$ cat src/rtl/puf_pkg.sv
// Shared definitions for the ring-oscillator PUF response generator.
// Holds the FSM state encoding and the default parameter values.
package puf_pkg;

    localparam int unsigned SEL_W_DEF         = 5;
    localparam int unsigned CNT_W_DEF         = 16;
    localparam int unsigned WIN_CYCLES_DEF    = 1024;
    localparam int unsigned SETTLE_CYCLES_DEF = 4;
    localparam int unsigned RESP_BITS_DEF     = 8;

    typedef enum logic [2:0] {
        IDLE    = 3'd0,
        SETTLE  = 3'd1,
        MEASURE = 3'd2,
        COMPARE = 3'd3,
        DONE    = 3'd4
    } state_t;

endpackage

$ cat src/rtl/puf_edge_cnt.sv
// Edge counter for one oscillator mux output.
// Ports:
//   clk, rst_n  clock and synchronous active-high reset
//   ro          raw asynchronous oscillator output
//   clr         holds the counter at zero
//   en          allows counting of synchronized rising edges
//   cnt         saturating edge count
module puf_edge_cnt
    import puf_pkg::*;
#(
    parameter int unsigned CNT_W = CNT_W_DEF
) (
    input  logic             clk,
    input  logic             rst_n,
    input  logic             ro,
    input  logic             clr,
    input  logic             en,
    output logic [CNT_W-1:0] cnt
);

    logic s1;
    logic s2;
    logic s3;
    logic rise_c;

    // Two-flop synchronizer plus a delay flop; runs regardless of state
    always_ff @(posedge clk) begin
        if (rst_n) begin
            s1 <= 1'b0;
            s2 <= 1'b0;
            s3 <= 1'b0;
        end else begin
            s1 <= ro;
            s2 <= s1;
            s3 <= s2;
        end
    end

    assign rise_c = s2 & ~s3;

    // Saturating counter so a very fast oscillator cannot wrap and lose the comparison
    always_ff @(posedge clk) begin
        if (rst_n) begin
            cnt <= '0;
        end else if (clr) begin
            cnt <= '0;
        end else if (en && rise_c && (cnt != '1)) begin
            cnt <= cnt + CNT_W'(1);
        end
    end

endmodule

$ cat src/rtl/puf_resp_gen.sv
// Ring-oscillator PUF response generator.
// Selects an oscillator pair per challenge bit, counts edges of both over a
// fixed window, and builds one response bit per pair from the comparison.
// Ports:
//   clk, rst_n         clock and synchronous active-high reset
//   start, chal_seed   run request and base challenge
//   ro_a, ro_b         raw oscillator mux outputs
//   osc_en, sel_a/b    oscillator enable and bank selects
//   busy               high outside IDLE
//   resp, resp_valid, resp_ready   response word and handshake
module puf_resp_gen
    import puf_pkg::*;
#(
    parameter int unsigned SEL_W         = SEL_W_DEF,
    parameter int unsigned CNT_W         = CNT_W_DEF,
    parameter int unsigned WIN_CYCLES    = WIN_CYCLES_DEF,
    parameter int unsigned SETTLE_CYCLES = SETTLE_CYCLES_DEF,
    parameter int unsigned RESP_BITS     = RESP_BITS_DEF
) (
    input  logic                 clk,
    input  logic                 rst_n,
    input  logic                 start,
    input  logic [SEL_W-1:0]     chal_seed,
    input  logic                 ro_a,
    input  logic                 ro_b,
    output logic                 osc_en,
    output logic [SEL_W-1:0]     sel_a,
    output logic [SEL_W-1:0]     sel_b,
    output logic                 busy,
    output logic [RESP_BITS-1:0] resp,
    output logic                 resp_valid,
    input  logic                 resp_ready
);

    localparam int unsigned TMR_MAX = (WIN_CYCLES > SETTLE_CYCLES) ? WIN_CYCLES : SETTLE_CYCLES;
    localparam int unsigned TMR_W   = $clog2(TMR_MAX + 1);
    localparam int unsigned K_W     = (RESP_BITS > 1) ? $clog2(RESP_BITS) : 1;

    state_t               state;
    state_t               state_d;
    logic [TMR_W-1:0]     tmr;
    logic [TMR_W-1:0]     tmr_d;
    logic [K_W-1:0]       k;
    logic [K_W-1:0]       k_d;
    logic [K_W-1:0]       k_nxt;
    logic [SEL_W-1:0]     seed;
    logic [SEL_W-1:0]     seed_d;
    logic [SEL_W-1:0]     sel_a_d;
    logic [SEL_W-1:0]     sel_b_d;
    logic [RESP_BITS-1:0] resp_d;
    logic                 clr_c;
    logic                 cnt_en_c;
    logic                 a_gt_b_c;
    logic [CNT_W-1:0]     cnt_a;
    logic [CNT_W-1:0]     cnt_b;

    puf_edge_cnt #(.CNT_W(CNT_W)) u_cnt_a (
        .clk   (clk),
        .rst_n (rst_n),
        .ro    (ro_a),
        .clr   (clr_c),
        .en    (cnt_en_c),
        .cnt   (cnt_a)
    );

    puf_edge_cnt #(.CNT_W(CNT_W)) u_cnt_b (
        .clk   (clk),
        .rst_n (rst_n),
        .ro    (ro_b),
        .clr   (clr_c),
        .en    (cnt_en_c),
        .cnt   (cnt_b)
    );

    assign a_gt_b_c = (cnt_a > cnt_b);

    // State and datapath registers; outputs are decoded from the next state
    always_ff @(posedge clk) begin
        if (rst_n) begin
            state      <= IDLE;
            tmr        <= '0;
            k          <= '0;
            seed       <= '0;
            sel_a      <= '0;
            sel_b      <= '0;
            resp       <= '0;
            osc_en     <= 1'b0;
            busy       <= 1'b0;
            resp_valid <= 1'b0;
        end else begin
            state      <= state_d;
            tmr        <= tmr_d;
            k          <= k_d;
            seed       <= seed_d;
            sel_a      <= sel_a_d;
            sel_b      <= sel_b_d;
            resp       <= resp_d;
            osc_en     <= (state_d == SETTLE) || (state_d == MEASURE);
            busy       <= (state_d != IDLE);
            resp_valid <= (state_d == DONE);
        end
    end

    // Next-state and datapath update
    always_comb begin
        state_d  = state;
        tmr_d    = tmr;
        k_d      = k;
        seed_d   = seed;
        sel_a_d  = sel_a;
        sel_b_d  = sel_b;
        resp_d   = resp;
        cnt_en_c = 1'b0;
        k_nxt    = k + K_W'(1);

        case (state)
            IDLE: begin
                if (start) begin
                    state_d = SETTLE;
                    seed_d  = chal_seed;
                    k_d     = '0;
                    resp_d  = '0;
                    tmr_d   = '0;
                    sel_a_d = chal_seed;
                    sel_b_d = chal_seed + SEL_W'(1);
                end
            end
            SETTLE: begin
                if (tmr == TMR_W'(SETTLE_CYCLES - 1)) begin
                    tmr_d   = '0;
                    state_d = MEASURE;
                end else begin
                    tmr_d = tmr + TMR_W'(1);
                end
            end
            MEASURE: begin
                cnt_en_c = 1'b1;
                if (tmr == TMR_W'(WIN_CYCLES - 1)) begin
                    tmr_d   = '0;
                    state_d = COMPARE;
                end else begin
                    tmr_d = tmr + TMR_W'(1);
                end
            end
            COMPARE: begin
                resp_d[k] = a_gt_b_c;
                if (k == K_W'(RESP_BITS - 1)) begin
                    state_d = DONE;
                end else begin
                    // Pair k+1 uses oscillators seed+2(k+1) and seed+2(k+1)+1, wrapping
                    k_d     = k_nxt;
                    sel_a_d = seed + SEL_W'({k_nxt, 1'b0});
                    sel_b_d = seed + SEL_W'({k_nxt, 1'b0}) + SEL_W'(1);
                    state_d = SETTLE;
                end
            end
            DONE: begin
                if (resp_ready) begin
                    state_d = IDLE;
                end
            end
            default: begin
                state_d = IDLE;
            end
        endcase

        // Clearing on entry keeps both counters at zero for the whole settle period
        clr_c = (state_d == SETTLE);
    end

endmodule

$ cat config.mk
export PLATFORM = sky130hd
export DESIGN_NAME = puf_resp_gen
export DESIGN_NICKNAME = d
export VERILOG_FILES = /design/src/rtl/puf_pkg.sv /design/src/rtl/puf_edge_cnt.sv /design/src/rtl/puf_resp_gen.sv
export SDC_FILE = /design/constraint.sdc
export NUM_CORES = 1
export LEC_CHECK = 0
export ABC_CLOCK_PERIOD_IN_PS = 2700
export CAP_MARGIN = 10
export CORE_UTILIZATION = 45
export CTS_CLUSTER_DIAMETER = 30
export CTS_CLUSTER_SIZE = 20
export DETAILED_ROUTE_END_ITERATION = 12
export GPL_TIMING_DRIVEN = 0
export SLEW_MARGIN = 40
export SYNTH_ARGS = -nofsm -noshare
export SYNTH_HDL_FRONTEND = slang
export SYNTH_SLANG_ARGS = --single-unit
$ cat constraint.sdc
create_clock -name clk -period 2.7 [get_ports clk]
set_clock_uncertainty 0.15 [all_clocks]
set_input_delay 0.405 -clock clk [delete_from_list [all_inputs] [get_ports clk]]
set_output_delay 0.405 -clock clk [all_outputs]
set_load 0.01 [all_outputs]
* After elaboration in Yosys (flattened, before gate mapping)
Index checks and enable logic that the tools add are counted.
** Cells by class
- $add $sub $neg :: 7
- Magnitude comparators :: 3
- Equal/unequal tests :: 14
- Muxes and demuxes :: 25
- Bitwise gates (word level) :: 4
- Reductions and logical operators :: 15
** Operators by type and width (number)
- 11-bit 2-to-1 mux :: 3
- 11-bit case mux with 3 select lines :: 1
- 16-bit by 1-bit adder with 16-bit output (second input constant) :: 2
- 16-bit != test (second input constant) :: 2
- 3-bit 2-to-1 mux :: 7
- 5-bit 2-to-1 mux :: 4
- 5-bit case mux with 2 select lines :: 2
- 16-bit greater-than comparator :: 1
- 8-bit case mux with 2 select lines :: 1
- 3-bit case mux with 5 select lines :: 1
- 11-bit by 1-bit adder with 11-bit output (second input constant) :: 1
- 11-bit by 10-bit equality test with 1-bit output (second input constant) :: 1
- 11-bit by 2-bit equality test with 1-bit output (second input constant) :: 1
- 5-bit by 1-bit adder with 5-bit output (second input constant) :: 2
- 3-bit by 2-bit equality test with 1-bit output (second input constant) :: 3
- 3-bit equality test (second input constant) :: 3
- 8-bit bitwise mux :: 1
- 8-bit 2-to-1 mux :: 1
- 3-bit by 1-bit equality test with 1-bit output (second input constant) :: 2
- 3-bit case mux with 2 select lines :: 1
- 2-bit AND reduction :: 3
- 3-bit nonzero test :: 2
- 5-bit by 4-bit adder with 5-bit output :: 1
- 1-bit logical AND :: 5
- 13 further kinds :: 17
** Word-level totals
- Register bits :: 81
- Output and inout bits :: 21

* Depth between registers and ports, before layout
Gate-level depths: netlist of run 1.
- Depth in word-level cells :: 6
- Gate-level depth with buffers :: 10

* Cells and area by module
A second synthesis of run 1 with hierarchy kept.
** Unflattened totals
- Cell total of the unflattened synthesis :: 529
- Area total of the unflattened synthesis :: 4606.9 um^2
** By module, submodules not included
- puf_resp_gen :: instances 1, cells each 311, area each 2715.1 um^2
- puf_edge_cnt :: instances 2, cells each 109, area each 945.9 um^2

* Worst setup path after synthesis of run 1
OpenSTA, ideal clock, no wires.
- Path kind :: flip-flop to flip-flop
- From :: register k[1]
- To :: register sel_b[4]
- Library setup time :: 0.062 ns
- Arrival time :: 2.119 ns
- Data required time :: 2.488 ns
- Slack :: 0.368 ns
- Stages on the path, launching flop included :: 9
- Buffers on the path :: 0
- Clock period less this slack :: 2.332 ns
- Cell sequence :: dfxtp_1 -> ha_1 -> ha_1 -> ha_1 -> xnor2_1 -> mux2_2 -> and3_1 -> or4_1 -> nand3_1
** Between the ends
- Longest elaborated chain between the ends :: 5
- Elaborated cells on any way between the ends :: 8
** RTL lines
- start: declaration :: RTL line puf_resp_gen.sv:43 : logic [K_W-1:0] k;
- start signal: assignment :: RTL line puf_resp_gen.sv:93 : k <= k_d;
- 3-bit by 1-bit adder with 3-bit output :: RTL line puf_resp_gen.sv:114 : k_nxt = k + K_W'(1);
- 5-bit by 4-bit adder with 5-bit output :: RTL line puf_resp_gen.sv:153 : sel_b_d = seed + SEL_W'({k_nxt, 1'b0}) + SEL_W'(1);
- 5-bit by 1-bit adder with 5-bit output :: RTL line puf_resp_gen.sv:153
- 5-bit 2-to-1 mux :: RTL line puf_resp_gen.sv:147 : if (k == K_W'(RESP_BITS - 1)) begin
- 5-bit case mux with 2 select lines :: RTL line puf_resp_gen.sv:116 : case (state)
- end signal: assignment :: RTL line puf_resp_gen.sv:96 : sel_b <= sel_b_d;
- end: declaration :: RTL line puf_resp_gen.sv:28 : output logic [SEL_W-1:0] sel_b,
Parallel ways exist; a longest one is shown, timed or not. The select of a mux whose other input is x is not followed.
A chain may end at the register's enable or synchronous reset.

* Worst setup path after layout of run 1
- From :: register state[0]
- To :: register sel_b[4]
** Between the ends
- Longest elaborated chain between the ends :: 3
- Elaborated cells on any way between the ends :: 7
** RTL lines
- start: declaration :: RTL line puf_resp_gen.sv:39 : state_t state;
- start signal: assignment :: RTL line puf_resp_gen.sv:91 : state <= state_d;
- 3-bit by 2-bit equality test with 1-bit output / 3-bit logical NOT (equally long branches) :: RTL line puf_resp_gen.sv:116
- 2-bit != test (no line) / 2-bit nonzero test (equally long branches)
- 3-bit AND reduction (no line)
Parallel ways exist; a longest one is shown, timed or not.

==> results.toml, run 1 <==
[grt]
grt_antenna_before_repair = 0
grt_overflow = 0
grt_max_degree = 13
grt_pass1_wl_um = 16900
grt_pass1_vias = 3586
gr-usage-all-layers = 0.211

[logic_synthesis]
synth-warning-count = 0
synthesis.area_um2 = 4300
syn_area_per_cell_um2 = 8.29
yosys_most_used_dff = "dfxtp_1"
synth_seq_area_share = 0.377
synth_top_family_by_area = "simple AND/OR/NAND/NOR gates"
netlist_top_cells_area = "dfxtp_1 (38%), ha_1 (7.3%), nor2_1 (7.0%)"
synth_compound_area_frac = 0.107
synth-xor-area-share = 0.0733
ys_async_sr_fraction = 0
yosys_register_bits = 81
synth_top_area_frac = 0.377
synth_cell_types = 57
synth_edf_count = 0
yosys.area_share.simple = 0.309
synth_fa_ha_area_frac = 0.0773
synth_area_leader_cell = "dfxtp_1"
syn_nets = 556
syn_inst = 519
synthMuxAreaShare = 0.0119
yosysMostFrequentCell = "dfxtp_1"
synth_common_cells = "dfxtp_1 (81), nor2_1 (80), nand2_1 (42), a21oi_1 (33), xnor2_1 (31)"

[sta]
relSlewSlack = 0.467
tightest_slew_ns = 0.793
hold_viol_final = 0
final.setup.worst_slack_ns = 0.170
period_share = 0.937
finalSetupViolations = 0
clock.fmax_mhz = 395
maxSlewViolCount = 0
final.min_clock_period_ns = 2.53
rsz0062_at_grt = "no"

[clock_network]
post_cts_resized = 0
postCtsHoldBufs = 0
insertion_delay_ns = 0.35
cts_tree = "built"
cts_max_level = 3
post-cts-setup-buffer-count = 0
cts_buffers = 9
cts_sinks = 81
clk_path_buf_depth = 2
clk_pin_slew_worst_paths_ns = 0.07
clockRootBuffer = "clkbuf_8"

[placement]
placed_area_um2 = 4790
dp_slack_ns = -0.126
io_buffers = 31
hpwlAfterDp_um = 7210
gp_congestion = 0.824

[detailed_routing]
drt_iter0_markers = 122
vias_per_cell = 5.43
drc_errors = 0
avgRoutedWirePerCell_um = 14.2
firstDrtPassIters = 4
vias = 3771
wl_um = 9880
ant_nets = 0

[setup_path]
reg2reg_slack_ns = 0.17
crit_path_end_kind = "register"
cp_slowest_stage_delay_ns = 0.44
critPathLaunchType = "register"
cp_data_required_time_ns = 2.83
path_cells = "buf_2 > nand3b_1 > mux2i_2 > inv_1 > ha_1 > and3_1 > or4_1 > nand3_1"
cp_max_fo = 10
critical_path_class = "register to register"
arrival_ns = 2.66
crit_slowest_cell = "dfxtp_1"

[die]
die_h_um = 99.8
die_x_um = 99.8
core_area_um2 = 9240
initial_core_util = 0.466
num_io_pins = 32
dieArea_um2 = 9960
rows = 35

[power]
vdd_drop_max_uv = 270
p_per_area_nw_per_um2 = 478
power.leakage_nw = 1.69

[layout]
fillers = 864
antennaDiodeCount = 0
stdcell_area_um2 = 5020
nets = 598
area.growth.synth_to_final_pct = 16.6
drive_above_1_share = 0.0743
utilization = 0.543

[flow_run]
maxCapViolCount = 0

[hold_path]
min_path_type = "register to register"

[status]
status = "finished clean"
layout by cell type (no fill, tap or decap), types with 5 or more instances in the layout:
master	instances
dfxtp_1	80
nor2_1	79
nand2_1	42
a21oi_1	33
xnor2_1	31
clkdlybuf4s50_1	31
nor3_1	26
inv_1	25
ha_1	25
nand3_1	18
nor4_1	17
nand4_1	15
clkbuf_1	11
nor2b_1	11
a211oi_1	11
clkbuf_8	10
nand2b_1	7
buf_2	6
o21ai_0	6
a31oi_1	5
xor2_1	5
per-stage QoR:
stage	hold slack, ns	instances	total power [mW]	setup TNS, ns
detailed placement	0.279	679	1.46	-2.06
floorplan	0.264	519	1.37	0
global route	0.327	694	2.51	0
global placement	0.271	679	1.45	-2.12
finish	0.292	694	2.40	0
CTS	0.297	694	2.43	0
path summary, 6_finish.rpt:
kind              startpoint  depth (start not counted)    endpoint
setup / recovery    state[0]                          8    sel_b[4]
hold / removal    u_cnt_b.s1                          1  u_cnt_b.s2
setup reg to reg    state[0]                          8    sel_b[4]
hold reg to reg   u_cnt_b.s1                          1  u_cnt_b.s2
state kept, by name (all words and copies together) (netlist names):
signal and count:
u_cnt_a.s3 1, resp_valid 1, u_cnt_b.s2 1, tmr 11, seed 5, resp 8
u_cnt_a.cnt 16, state 3, k 3, u_cnt_b.s3 1, u_cnt_b.cnt 16, sel_b 5
osc_en 1, u_cnt_a.s1 1, busy 1, sel_a 5, u_cnt_b.s1 1, u_cnt_a.s2 1
cell families after synthesis:
| group | Yosys count |
|---|---|
| multiplexers | 5 |
| AND/OR/NAND/NOR | 255 |
| XOR/XNOR | 36 |
| adder cells (fa/ha/maj) | 26 |
| buffers and inverters | 43 |
| flip-flops | 81 |
| AO/OA/AOI/OAI | 73 |
final cells by class:
class                   instances  area, µm²  share of cell area
multi-input cells             395       2520               0.502
flip-flops and latches         81       1620               0.323
repair buffers                 31        310              0.0618
well taps                     129        161              0.0322
clock buffers                  12        145              0.0289
plain buffers                  18       97.6              0.0195
inverters                      25       93.8              0.0187
clock inverters                 3       65.1              0.0130
power breakdown:
part | leakage [nW] | switching (mW) | internal [mW]
clock | 0.106 | 0.426 | 0.541
combinational | 0.930 | 0.111 | 0.0862
sequential | 0.658 | 0.0159 | 1.22
critical path: cells and delay by family, from the launching register on:
| family | cells | cell delay, ns |
|---|---|---|
| adders and majority gates | 1 | 0.22 |
| buffers and inverters | 2 | 0.34 |
| DFF | 1 | 0.44 |
| muxes | 1 | 0.35 |
| and+or+nand+nor | 4 | 0.97 |
routing by layer:
layer  up-vias  wire length (µm)  global-route usage
met5         -                 0                   0
met4         0               102              0.0679
met3        12               306              0.0390
met2        55              4600               0.341
met1      1783              4870               0.286
li1       1921                 -                   -
Power figures use the tool's default switching activity.
==> run 2, diff against run 1 <==
- CAP_MARGIN: 10 -> 20
- DONT_BUFFER_PORTS: default -> 1
==> run 2 against run 1 <==
Die area stayed put. Register-to-register slack is essentially flat. Non-clock buffer count fell by 24. Clock power down 7.2%. Maximum frequency grew 0.11%. Core utilization shrank 2.8 points. Hold slack worse by 0.26 ns. Final cell count shrank 3.3%.
==> results.toml, run 2 (synthesis results as in run 1) <==
[setup_path]
crit_slowest_cell = "dfxtp_1"
r2r-start = "k[1]"
worst_path_most_repeated_cell = "ha_1"
critPathCapture = "sel_b[4]"
crit_path_end_kind = "register"
r2r.worst_path.cells = 8
critPathLaunchType = "register"
r2r-end = "sel_b[4]"
cp_data_required_time_ns = 2.86
arrival_ns = 2.68
cp_slowest_stage_delay_ns = 0.46
crit_start = "k[1]"
path_cells = "ha_1 > ha_1 > ha_1 > xnor2_1 > mux2_2 > and3_1 > or4_1 > nand3_1"
cp_max_fo = 7
critical_path_class = "register to register"
reg2reg_slack_ns = 0.17

[sta]
finalSetupViolations = 0
clock.fmax_mhz = 396
relSlewSlack = 0.416
rsz0062_at_grt = "no"
final.min_clock_period_ns = 2.53
whs_ns = 0.0288
setup-tns-final_ns = 0
maxSlewViolCount = 0
final.setup.worst_slack_ns = 0.173
period_share = 0.936
tightest_slew_ns = 0.868
hold_viol_final = 0

[layout]
final_cell_mix = "dfxtp_1 (81), nor2_1 (79), nand2_1 (42)"
drive_above_1_share = 0.0830
fillers = 899
final_common_cell = "dfxtp_1"
stdcell_count = 671
nets = 574
area.growth.synth_to_final_pct = 10.6
top_regs = "u_cnt_a.cnt (16), u_cnt_b.cnt (16), tmr (11)"
antennaDiodeCount = 0

[power]
net-switching-power_mw = 0.583
power_frac_seq = 0.544
p_per_area_nw_per_um2 = 481
switching_share = 0.255
p_total_mw = 2.29
clock_power_share = 0.392
vdd_drop_max_uv = 395
power_frac_comb = 0.064
power.leakage_nw = 1.62
intPower_mw = 1.70

[detailed_routing]
vias_per_cell = 5.45
firstDrtPassIters = 4
wl_um = 9730
avgRoutedWirePerCell_um = 14.5
ant_nets = 0
drt_iter0_markers = 121
vias = 3658
drc_errors = 0

[clock_network]
clockRootBuffer = "clkbuf_8"
clk_pin_slew_worst_paths_ns = 0.08
clk_path_buf_depth = 2
cts_sinks = 81
cts_buffers = 9
cts_max_level = 3
insertion_delay_ns = 0.37
cts_tree = "built"

[grt]
grt_pass1_wl_um = 16500
grt_antenna_before_repair = 0
grt_pass1_vias = 3514
grt_max_degree = 15
grt_overflow = 0
gr-usage-all-layers = 0.209

[die]
die_h_um = 99.8
num_io_pins = 32
initial_core_util = 0.466
die_x_um = 99.8
rows = 35
dieArea_um2 = 9960
core_area_um2 = 9240

[placement]
gp_congestion = 0.813
dp_slack_ns = 0.0819
hpwlAfterDp_um = 7070
dp_cells = 648
io_buffers = 0

[status]
status = "finished clean"

[flow_run]
maxCapViolCount = 0

[hold_path]
min_path_type = "input port to register"
## run 2: cell count changes in the layout (fill, tap and decap cells not counted), sizes merged, moves of 2 or more
cell           previous run  this run
dlygate4sd3               0         4
clkinvlp                  0         2
buf                       9        12
clkdlybuf4s50            31         0
clkbuf                   21        19
## run 2: worst min path at each step
stage	cells after the start	slack [ns]	start	to
floorplan	1	0.26	u_cnt_a.s1	u_cnt_a.s2
global placement	1	0.28	u_cnt_b.s1	u_cnt_b.s2
detailed placement	1	0.28	u_cnt_a.s1	u_cnt_a.s2
CTS	2	0.004	chal_seed[4]	seed[4]
global route	2	0.02	chal_seed[4]	seed[4]
finish	2	0.03	chal_seed[4]	seed[4]
## run 2: power groups by stage
| stage | combinational [mW] | sequential (mW) | clock, mW |
|---|---|---|---|
| 6_report | 0.147 | 1.24 | 0.897 |
| 5_1_grt | 0.164 | 1.25 | 0.971 |
| 4_1_cts | 0.147 | 1.24 | 0.932 |
| 3_5_place_dp | 0.141 | 1.27 | 0 |
| 3_3_place_gp | 0.138 | 1.27 | 0 |
| 2_1_floorplan | 0.107 | 1.27 | 0 |
## run 2: cell type report
class | count | area [µm²] | share of cell area
Timing Repair Buffer | 7 | 62.6 | 0.0131
Buffer | 18 | 97.6 | 0.0205
Tap cell | 129 | 161 | 0.0339
Multi-Input combinational cell | 395 | 2530 | 0.531
Inverter | 25 | 93.8 | 0.0197
Sequential cell | 81 | 1620 | 0.341
Clock inverter | 6 | 67.6 | 0.0142
Clock buffer | 10 | 128 | 0.0268
## run 2: layer usage
layer,GRT usage,routed length [µm],up-vias
li1,-,-,1874
met1,0.267,4670,1699
met2,0.334,4400,68
met3,0.0641,514,17
met4,0.0758,151,0
met5,0,0,-
## run 2: what timing repair did
item / 4_1_cts / 5_1_grt
hold buffers: 4 / 0
endpoints found under the setup margin: 0 / 31
buffers inserted: 0 / 3
gates resized for setup: 0 / 2
endpoints found under the hold margin: 4 / 0
## run 2: stage by stage
stage           util  area [µm²]
2_1_floorplan      -        4300
5_1_grt        0.515        4760
3_3_place_gp   0.483        4470
4_1_cts        0.510        4710
6_report       0.515        4760
3_5_place_dp   0.485        4480
## run 2: worst max-delay path, delay by kind of cell (launching register included)
family	cells	cell delay [ns]
XOR/XNOR	1	0.14
adder cells (fa/ha/maj)	3	0.75
flip-flops	1	0.46
multiplexers	1	0.30
AND/OR/NAND/NOR	3	0.68
